File: config.mk
export PLATFORM = sky130hd
export DESIGN_NAME = riscv_multicycle_control
export DESIGN_NICKNAME = d
export VERILOG_FILES = /design/src/rtl/riscv_multicycle_control.sv
export SDC_FILE = /design/constraint.sdc
export NUM_CORES = 1
export LEC_CHECK = 0
export BUFFER_PORTS_ARGS = -buffer_cell sky130_fd_sc_hd__buf_2
export CAP_MARGIN = 0
export CORE_MARGIN = 3
export CORE_UTILIZATION = 50
export CTS_CLUSTER_SIZE = 16
export DETAILED_ROUTE_END_ITERATION = 8
export GPL_TIMING_DRIVEN = 0
export HOLD_SLACK_MARGIN = 0.08
export PLACE_DENSITY_LB_ADDON = 0.3
export SLEW_MARGIN = 25
export SYNTH_ARGS = -nofsm -noshare
export SYNTH_HDL_FRONTEND = slang
export SYNTH_SLANG_ARGS = --single-unit
File: constraint.sdc
create_clock -name clock -period 2.3 [get_ports clock]
set_input_delay 0.23 -clock clock [delete_from_list [all_inputs] [get_ports clock]]
set_output_delay 0.23 -clock clock [all_outputs]
set_load 0.01 [all_outputs]
File: src/rtl/riscv_multicycle_control.sv
// Multicycle RISC-V control FSM: ld / sd / R-type / beq sequencing with
// Moore control outputs, a stall input, a retired-instruction counter and a
// sticky illegal-opcode flag.
// Optional build macro ILLEGAL_OP_TRAP_EN: an illegal opcode parks the FSM in
// TRAP until reset. Without it the FSM returns to FETCH.
module riscv_multicycle_control #(
  parameter logic [6:0] LD    = 7'b000_0011,
  parameter logic [6:0] SD    = 7'b010_0011,
  parameter logic [6:0] RTYPE = 7'b011_0011,
  parameter logic [6:0] BEQ   = 7'b110_0011
) (
  input  logic        clock,
  input  logic        reset_n,
  input  logic [6:0]  opcode,
  input  logic        stall,
  output logic [1:0]  ALUOp,
  output logic [1:0]  ALUSrcB,
  output logic        ALUSrcA,
  output logic        MemtoReg,
  output logic        MemRead,
  output logic        MemWrite,
  output logic        IorD,
  output logic        RegWrite,
  output logic        IRWrite,
  output logic        PCWrite,
  output logic        PCWriteCond,
  output logic        PCSource,
  output logic [3:0]  state,
  output logic [31:0] retired,
  output logic        illegal
);

  typedef enum logic [3:0] {
    S_FETCH  = 4'd0,
    S_DECODE = 4'd1,
    S_MEMADR = 4'd2,
    S_MEMRD  = 4'd3,
    S_MEMWB  = 4'd4,
    S_MEMWR  = 4'd5,
    S_EXEC   = 4'd6,
    S_RCOMP  = 4'd7,
    S_BRANCH = 4'd8,
    S_TRAP   = 4'd9
  } state_t;

`ifdef ILLEGAL_OP_TRAP_EN
  localparam state_t ILL_NEXT = S_TRAP;
`else
  localparam state_t ILL_NEXT = S_FETCH;
`endif

  state_t      state_q, state_d;
  logic [31:0] retired_q;
  logic        illegal_q;
  logic        bad_op;
  logic        retire;

  // State register
  always_ff @(posedge clock or negedge reset_n) begin
    if (!reset_n) state_q <= S_FETCH;
    else          state_q <= state_d;
  end

  // Next-state decode; a stall freezes the state and cancels retire/illegal events
  always_comb begin
    state_d = state_q;
    bad_op  = 1'b0;
    retire  = 1'b0;
    case (state_q)
      S_FETCH:  state_d = S_DECODE;
      S_DECODE: begin
        if (opcode == LD || opcode == SD) state_d = S_MEMADR;
        else if (opcode == RTYPE)         state_d = S_EXEC;
        else if (opcode == BEQ)           state_d = S_BRANCH;
        else begin
          bad_op  = 1'b1;
          state_d = ILL_NEXT;
        end
      end
      S_MEMADR: begin
        if (opcode == LD)      state_d = S_MEMRD;
        else if (opcode == SD) state_d = S_MEMWR;
        else begin
          bad_op  = 1'b1;
          state_d = ILL_NEXT;
        end
      end
      S_MEMRD:  state_d = S_MEMWB;
      S_MEMWB:  begin state_d = S_FETCH; retire = 1'b1; end
      S_MEMWR:  begin state_d = S_FETCH; retire = 1'b1; end
      S_EXEC:   state_d = S_RCOMP;
      S_RCOMP:  begin state_d = S_FETCH; retire = 1'b1; end
      S_BRANCH: begin state_d = S_FETCH; retire = 1'b1; end
`ifdef ILLEGAL_OP_TRAP_EN
      S_TRAP:   state_d = S_TRAP;
`endif
      default:  state_d = S_FETCH;
    endcase
    if (stall) begin
      state_d = state_q;
      bad_op  = 1'b0;
      retire  = 1'b0;
    end
  end

  // Moore control outputs; strobes are masked during stall and while in reset
  always_comb begin
    ALUOp       = '0;
    ALUSrcB     = '0;
    ALUSrcA     = 1'b0;
    MemtoReg    = 1'b0;
    MemRead     = 1'b0;
    MemWrite    = 1'b0;
    IorD        = 1'b0;
    RegWrite    = 1'b0;
    IRWrite     = 1'b0;
    PCWrite     = 1'b0;
    PCWriteCond = 1'b0;
    PCSource    = 1'b0;
    case (state_q)
      S_FETCH: begin
        MemRead = 1'b1;
        IRWrite = 1'b1;
        ALUSrcB = 2'b01;
        PCWrite = 1'b1;
      end
      S_DECODE: ALUSrcB = 2'b11;
      S_MEMADR: begin
        ALUSrcA = 1'b1;
        ALUSrcB = 2'b10;
      end
      S_MEMRD: begin
        MemRead = 1'b1;
        IorD    = 1'b1;
      end
      S_MEMWB: begin
        RegWrite = 1'b1;
        MemtoReg = 1'b1;
      end
      S_MEMWR: begin
        MemWrite = 1'b1;
        IorD     = 1'b1;
      end
      S_EXEC: begin
        ALUSrcA = 1'b1;
        ALUOp   = 2'b10;
      end
      S_RCOMP: RegWrite = 1'b1;
      S_BRANCH: begin
        ALUSrcA     = 1'b1;
        ALUOp       = 2'b01;
        PCWriteCond = 1'b1;
        PCSource    = 1'b1;
      end
      default: ;
    endcase
    if (stall || !reset_n) begin
      PCWrite     = 1'b0;
      PCWriteCond = 1'b0;
      IRWrite     = 1'b0;
      RegWrite    = 1'b0;
      MemWrite    = 1'b0;
    end
  end

  // Retired-instruction counter and sticky illegal flag
  always_ff @(posedge clock or negedge reset_n) begin
    if (!reset_n) begin
      retired_q <= '0;
      illegal_q <= 1'b0;
    end else begin
      if (retire) retired_q <= retired_q + 32'd1;
      if (bad_op) illegal_q <= 1'b1;
    end
  end

  assign state   = state_q;
  assign retired = retired_q;
  assign illegal = illegal_q;

endmodule
; After elaboration in Yosys (flattened, before gate mapping)
; Index checks and enable logic that the tools add are counted.
[op_classes]
muxes = 29
reduce_logical = 9
eq_ne = 12
n_addsub = 1
[op_table]
columns = op, count
row1 = $add A32 B1 Y32 const B, 1
row2 = $mux W1, 20
row3 = $pmux W4 S5, 1
row4 = $eq A4 B3 Y1 const B, 4
row5 = $eq A7 B6 Y1 const B, 2
row6 = $mux W4, 3
row7 = $eq A4 B2 Y1 const B, 2
row8 = $eq A7 B2 Y1 const B, 1
row9 = $eq A7 B7 Y1 const B, 1
row10 = $mux W3, 2
row11 = $pmux W2 S3, 1
row12 = $reduce_or A2 Y1, 3
row13 = $eq A4 B1 Y1 const B, 1
row14 = $eq A4 B4 Y1 const B, 1
row15 = $logic_not A4 Y1, 1
row16 = $pmux W2 S2, 1
row17 = $reduce_or A4 Y1, 1
row18 = $reduce_or A3 Y1, 1
row19 = $logic_or A1 B1 Y1, 2
row20 = $pmux W1 S2, 1
row21 = $logic_not A1 Y1, 1
[totals]
inputBits = 10
regBits = 37
output_inout_bits = 51
wordCells = 54

; Depth between registers and ports, before layout
; Gate-level depths: netlist of run 1.
[depth]
depth_word = 6
ltp_mapped = 6

; Worst setup path before layout of run 1
; Ideal clock, no wire load.
[synth_timing]
path_kind = register -> register
startpoint = register state_q[2] (netlist: state[2])
endpoint = register retired_q[1] (netlist: retired[1])
path_slack_ns = 0.419
arrival_time_ns = 1.756
stages_incl_launch_ff = 5
path_buffers = 0
t_required_ns = 2.175
path_cell_list = dfrtp_1 > or4b_4 > o21a_4 > nor2_1 > mux2_2
[synth_via]
elab_chain_len = 4
word_cells_on_any_way = 7
[synth_lines]
columns = item, line_no
row1 = from (decl), 52  ; state_t state_q, state_d;
row2 = from (signal assigned), 61  ; else state_q <= state_d;
row3 = $eq A4 B4 Y1 / $eq A4 B3 Y1 (equally long branches), 69  ; case (state_q)
row4 = $reduce_or A4 Y1 (no source line) (*), n/a
row5 = $mux W1 (*), 69
row6 = $mux W1 (*), 99  ; if (stall) begin
row7 = to (signal assigned), 172  ; if (retire) retired_q <= retired_q + 32'd1;
row8 = to (decl), 53  ; logic [31:0] retired_q;
; Mark *: on every way between the ends. The rest lies on a longest branch, timed or not.
; A chain may end at the register's enable or synchronous reset.

; Final worst setup path of run 1
[layout_timing]
startpoint = register state_q[3] (netlist: state[3])
endpoint = output port PCWrite
[layout_via]
elab_chain_len = 3
[layout_lines]
columns = item, line_no
row1 = $logic_not A4 Y1, 120  ; case (state_q)
row2 = $mux W1, 120
row3 = $mux W1, 157  ; if (stall || !reset_n) begin
row4 = to (decl), 25  ; output logic PCWrite,
; Every way passes these cells.

==> impl_metrics.ini, run 1 <==
[outcome]
status = finished, final reports clean

[global_routing]
first_global_vias = 1525
grt_pass1_wl_um = 6830
overflow = 0
grt_max_degree = 38
grt_use_total_pct = 19.7
antenna_found_initial = 0

[place]
routabilityCongestion = 0.923
dp_hpwl_um = 3030
io_buffers = 60

[die]
dieArea_mm2 = 0.00455
start_util_pct = 54.1
dieWidth_um = 67.5
row_count = 21
core_mm2 = 0.00349
chipHeight_um = 67.5
io_pins = 61

[pwr]
ir_drop_v = 0.000429
total_power_mw = 1.33
leakagePower_nw = 1.19
power_density_mw_per_mm2 = 561

[setup_path]
startpoint = state[3]
r2r_end = retired[26]
cp-end-kind = output pin
path_delay_family = simple AND/OR/NAND/NOR gates
worstPathCellList = clkbuf_1, or4_1, nor2_1, buf_4, buf_2
path_depth = 5
r2r-start = state[2]
crit_fanout = 10
path_class = reg2out
r2r_slack_ns = 0.30
cp.required_ns = 2.07
critical_path_arrival_ns = 1.88
crit_end = PCWrite
slowest_delay_ns = 0.56
worst-path-buf-inv = 3
start_kind = register
cp_slowest_cell = or4_1
rr_worst_depth = 5

[final_layout]
diodes = 0
syn_to_final_growth_pct = 25.6
register_area_um2 = 926
nets = 265
fillCellCount = 306
drive_gt1_share_pct = 30.6
fin_util_pct = 68.0
multi_input_area_um2 = 920

[clock_tree]
clk_path_buf_depth = 2
postCtsResizedCells = 0
post_cts_buffers = 0
cts_made_buffers = 5
clock-sinks = 37
htree_levels = 2
cts-root-buf = clkbuf_8
clock_latency_ns = 0.28
clkTransAtPathRegs_ns = 0.07
hold_buffers = 2
cts_tree = built

[synth]
synth_edf_count = 0
syn_nets = 196
synth_warnings = 0
synth_seq_cells = 37
synth_cells = 185
syn_area_per_cell_um2 = 10.2
synth-main-ff-cell = dfrtp_1
yosysSeqAreaShare_pct = 49.0
syn-cell-area_mm2 = 0.00189
yosysUniqueCellTypes = 37
async_flop_share_pct = 100

[sta]
setup_violations = 0
fin_setup_tns_ns = 0
fin_crit_sh_pct = 91.8
finalHoldViolCount = 0
worst_pin_slew_ns = 0.472
drv_slew = 0
slew_headroom_pct = 68.4
fin_skew_ns = 0.00481
fmax_mhz = 474
rsz0062_at_grt = false
timing.final.crit_period_ns = 2.11

[worst_hold_path]
worst_hold_path_type = in2reg

[drt]
wl_per_cell_um = 13.5
viasPerCell = 5.40
drc = 0
drt_iter0_drc = 101
vias = 1626
dr.pass1.iters = 4
postRouteAntennaNets = 0
wl_um = 4070

[flow_run]
maxCapViolations = 0
## cell type report
type / count / share of cell area (%)
Timing Repair Buffer: 62 / 13.9
Clock inverter: 2 / 0.580
Clock buffer: 6 / 3.48
Buffer: 7 / 1.42
Tap cell: 46 / 2.42
Sequential cell: 37 / 39.0
Multi-Input combinational cell: 138 / 38.7
Inverter: 3 / 0.474
## per-layer routing
layer	up-vias	part of all wire, %	track usage [%]
met2	60	48	31.8
li1	783	-	-
met1	777	45	25.5
met4	0	1.2	6.33
met5	-	0	0
met3	6	6.2	5.32
## power by group
| part | internal [mW] | switching (mW) | total, mW |
|---|---|---|---|
| Sequential | 0.672 | 0.0310 | 0.703 |
| Combinational | 0.0696 | 0.0931 | 0.163 |
| Clock | 0.243 | 0.223 | 0.466 |
## worst min path at each step
stage          slack [ns]  endpoint       from  cells after the start
2_1_floorplan       -0.07   illegal    reset_n                      0
3_3_place_gp         0.37  state[3]    reset_n                      1
3_5_place_dp         0.37  state[3]    reset_n                      1
4_1_cts              0.24  state[3]  opcode[6]                      3
5_1_grt              0.26  state[3]  opcode[6]                      3
6_report             0.24  state[3]  opcode[6]                      3
## synthesized netlist by cell type, drive strengths merged (3+ instances only)
master	count	area (um^2)
dfrtp	37	926
xnor2	27	236
nand2	15	56.3
nor2	14	55.1
nand3	13	65.1
nand4	10	62.6
and3	7	43.8
o21ai	6	30.0
clkbuf	5	18.8
nor3	5	36.3
xor2	5	43.8
nor2b	4	25.0
nor3b	4	41.3
and2	3	18.8
inv	3	11.3
nand2b	3	18.8
nor4	3	18.8
## logic make-up (layout without fill, tap and decap cells)
logic type | Yosys count | after routing | synth area share [%]
XOR/XNOR | 32 | 32 | 14.8
flip-flops | 37 | 37 | 49.0
AO/OA/AOI/OAI | 14 | 14 | 4.96
AND/OR/NAND/NOR | 89 | 89 | 27.1
buffers and inverters | 10 | 80 | 2.38
adder cells (fa/ha/maj) | 1 | 1 | 0.662
multiplexers | 2 | 2 | 1.13
## flip-flops by register name (all words and copies together), names as in the netlist
| name | count |
|---|---|
| retired | 32 |
| state | 4 |
| illegal | 1 |
## worst reg2reg max path: stages (launching register included)
cell and delay [ns]:
dfrtp_1 0.44, or4b_4 0.58, o21a_4 0.18, nor3_4 0.35, nand4_1 0.18, xnor2_1 0.16
## cells in the final DEF, fill, tap and decap left out, types with 2 or more instances in the layout
master	instances
a31oi_1	2
and2_1	3
and3_1	7
buf_2	60
buf_4	2
clkbuf_1	5
clkbuf_8	6
dfrtp_1	37
inv_1	3
nand2_1	15
nand2b_1	3
nand3_1	13
nand4_1	10
nand4b_1	2
nor2_1	13
nor2b_1	4
nor3_1	4
nor3b_1	3
nor4_1	3
o21ai_0	6
or4_1	2
xnor2_1	27
xor2_1	5
## metrics by stage
step                hold WS [ns]  setup WS (ns)  instance area [um^2]  std cells
floorplan                -0.0656          0.419                  1890        185
global placement           0.370          0.319                  2250        291
detailed placement         0.368          0.307                  2250        291
CTS                        0.235          0.185                  2370        301
global route               0.259         0.0889                  2370        301
finish                     0.237          0.190                  2370        301
Power figures use the tool's default switching activity.
==> inputs of run 2 (changes only) <==
- SETUP_SLACK_MARGIN: unset -> 0.2
==> run 2 against run 1 <==
Effect of this change:
- final cell count rose by 0.33%
- maximum frequency rose by 3.9%
- design area rose by 0.47%
- critical endpoint unchanged
- highest routed layer unchanged
==> impl_metrics.ini, run 2 (same netlist as run 1, synthesis figures left out) <==
[outcome]
status = finished, final reports clean

[sta]
timing.final.crit_period_ns = 2.03
finalHoldViolCount = 0
worst_pin_slew_ns = 0.479
fin_skew_ns = 0.00481
rsz0062_at_grt = true
setup_violations = 0
drv_slew = 0
fin_crit_sh_pct = 88.3
slew_headroom_pct = 67.9
fin_setup_tns_ns = 0
fmax_mhz = 492

[setup_path]
slowest_delay_ns = 0.51
path_delay_family = simple AND/OR/NAND/NOR gates
worstPathCellList = buf_2, or4_1, nor2_1, buf_4, buf_2
cpMostUsedCell = buf_2
path_class = reg2out
cp.required_ns = 2.07
cp-end-kind = output pin
start_kind = register
critical_path_arrival_ns = 1.80
crit_fanout = 10
worst-path-buf-inv = 3
cp_slowest_cell = or4_1

[clock_tree]
cts-root-buf = clkbuf_8
htree_levels = 2
clock-sinks = 37
cts_made_buffers = 5
clk_path_buf_depth = 2
clock_latency_ns = 0.28
clkTransAtPathRegs_ns = 0.07
cts_tree = built

[drt]
viasPerCell = 5.41
wl_um = 4060
route.layer.met1.wl_um = 1780
wl_met3_um = 274
vias = 1634
met2WireLength_um = 1960
drt_iter0_drc = 127
wl_per_cell_um = 13.4
postRouteAntennaNets = 0
dr.pass1.iters = 4
dr.max_layer_used = met4
drc = 0

[final_layout]
diodes = 0
fin_util_pct = 68.3
layout_commonest_cell = buf_2
syn_to_final_growth_pct = 26.2
fillCellCount = 304
largest_reg_flops = 32
layout_common_cells = buf_2, dfrtp_1, xnor2_1, nand2_1
nets = 266
fin_cells = 302
drive_gt1_share_pct = 32.0

[pwr]
leakagePower_nw = 1.21
ir_drop_v = 0.000429
power_density_mw_per_mm2 = 558

[die]
dieArea_mm2 = 0.00455
row_count = 21
dieWidth_um = 67.5
chipHeight_um = 67.5
core_mm2 = 0.00349
io_pins = 61
start_util_pct = 54.1

[worst_hold_path]
worst_hold_path_type = in2reg

[global_routing]
grt_max_degree = 38
antenna_found_initial = 0
grt_use_total_pct = 19.7
grt_pass1_wl_um = 6840
first_global_vias = 1527
overflow = 0

[flow_run]
maxCapViolations = 0

[place]
io_buffers = 60
routabilityCongestion = 0.923
dp_hpwl_um = 3030
dp_cells = 291
run 2: cell count changes in the layout (fill, tap and decap cells not counted):
cell	before	now
buf_2	60	62
clkbuf_2	0	1
clkbuf_1	5	2
buf_4	2	3
run 2: metrics by stage:
step	worst slack, ns	total power [mW]	hold slack, ns	cell area [um^2]
6_report	0.269	1.33	0.237	2390
5_1_grt	0.188	1.40	0.259	2390
4_1_cts	0.229	1.35	0.235	2380
3_5_place_dp	0.307	0.875	0.368	2250
3_3_place_gp	0.319	0.869	0.370	2250
2_1_floorplan	0.419	0.797	-0.0656	1890
run 2: layer usage:
| layer | up-vias | global-route usage [%] |
|---|---|---|
| met1 | 776 | 25.5 |
| met4 | 0 | 6.33 |
| met2 | 68 | 32.0 |
| li1 | 784 | - |
| met3 | 6 | 5.32 |
| met5 | - | 0 |
run 2: worst reg2reg max path, cell delays in order, from the launching register on:
cell	delay (ns)
dfrtp_1	0.44
or4b_4	0.59
o21a_4	0.18
nor2_1	0.31
mux2_2	0.38
run 2: final timing paths:
kind,slack [ns],endpoint,depth (start not counted),from
setup / recovery,0.27,PCWrite,5,state[2]
hold / removal,0.24,state[3],3,opcode[6]
setup reg to reg,0.30,retired[1],4,state[2]
hold reg to reg,0.48,retired[31],1,retired[31]
max in group asynchronous,1.65,retired[3],3,reset_n
min in group asynchronous,0.47,illegal,3,reset_n
run 2: cell type report:
class                      instances  area, um^2  share of cell area [%]
tap                               46        57.6                    2.41
inverter                           3        11.3                   0.472
multi-input combinational        138         920                    38.5
buffer                             7        37.5                    1.57
sequential                        37         926                    38.8
clock inverter                     2        13.8                   0.577
timing repair buffer              63         338                    14.2
clock buffer                       6        82.6                    3.46
run 2: power breakdown:
part	total, mW	internal [mW]	switching [mW]
Sequential	0.703	0.672	0.0310
Combinational	0.163	0.0698	0.0932
Clock	0.466	0.243	0.223
Total	1.33	0.985	0.347
run 2: what timing repair did:
item | in CTS | in global routing
buffers inserted | 0 | 1
endpoints found under the setup margin | 1 | 6
gates resized for setup | 2 | 4
pin swaps | 0 | 2
cloned | 0 | 0
hold buffers | 2 | 0
hold endpoints to repair | 37 | 0
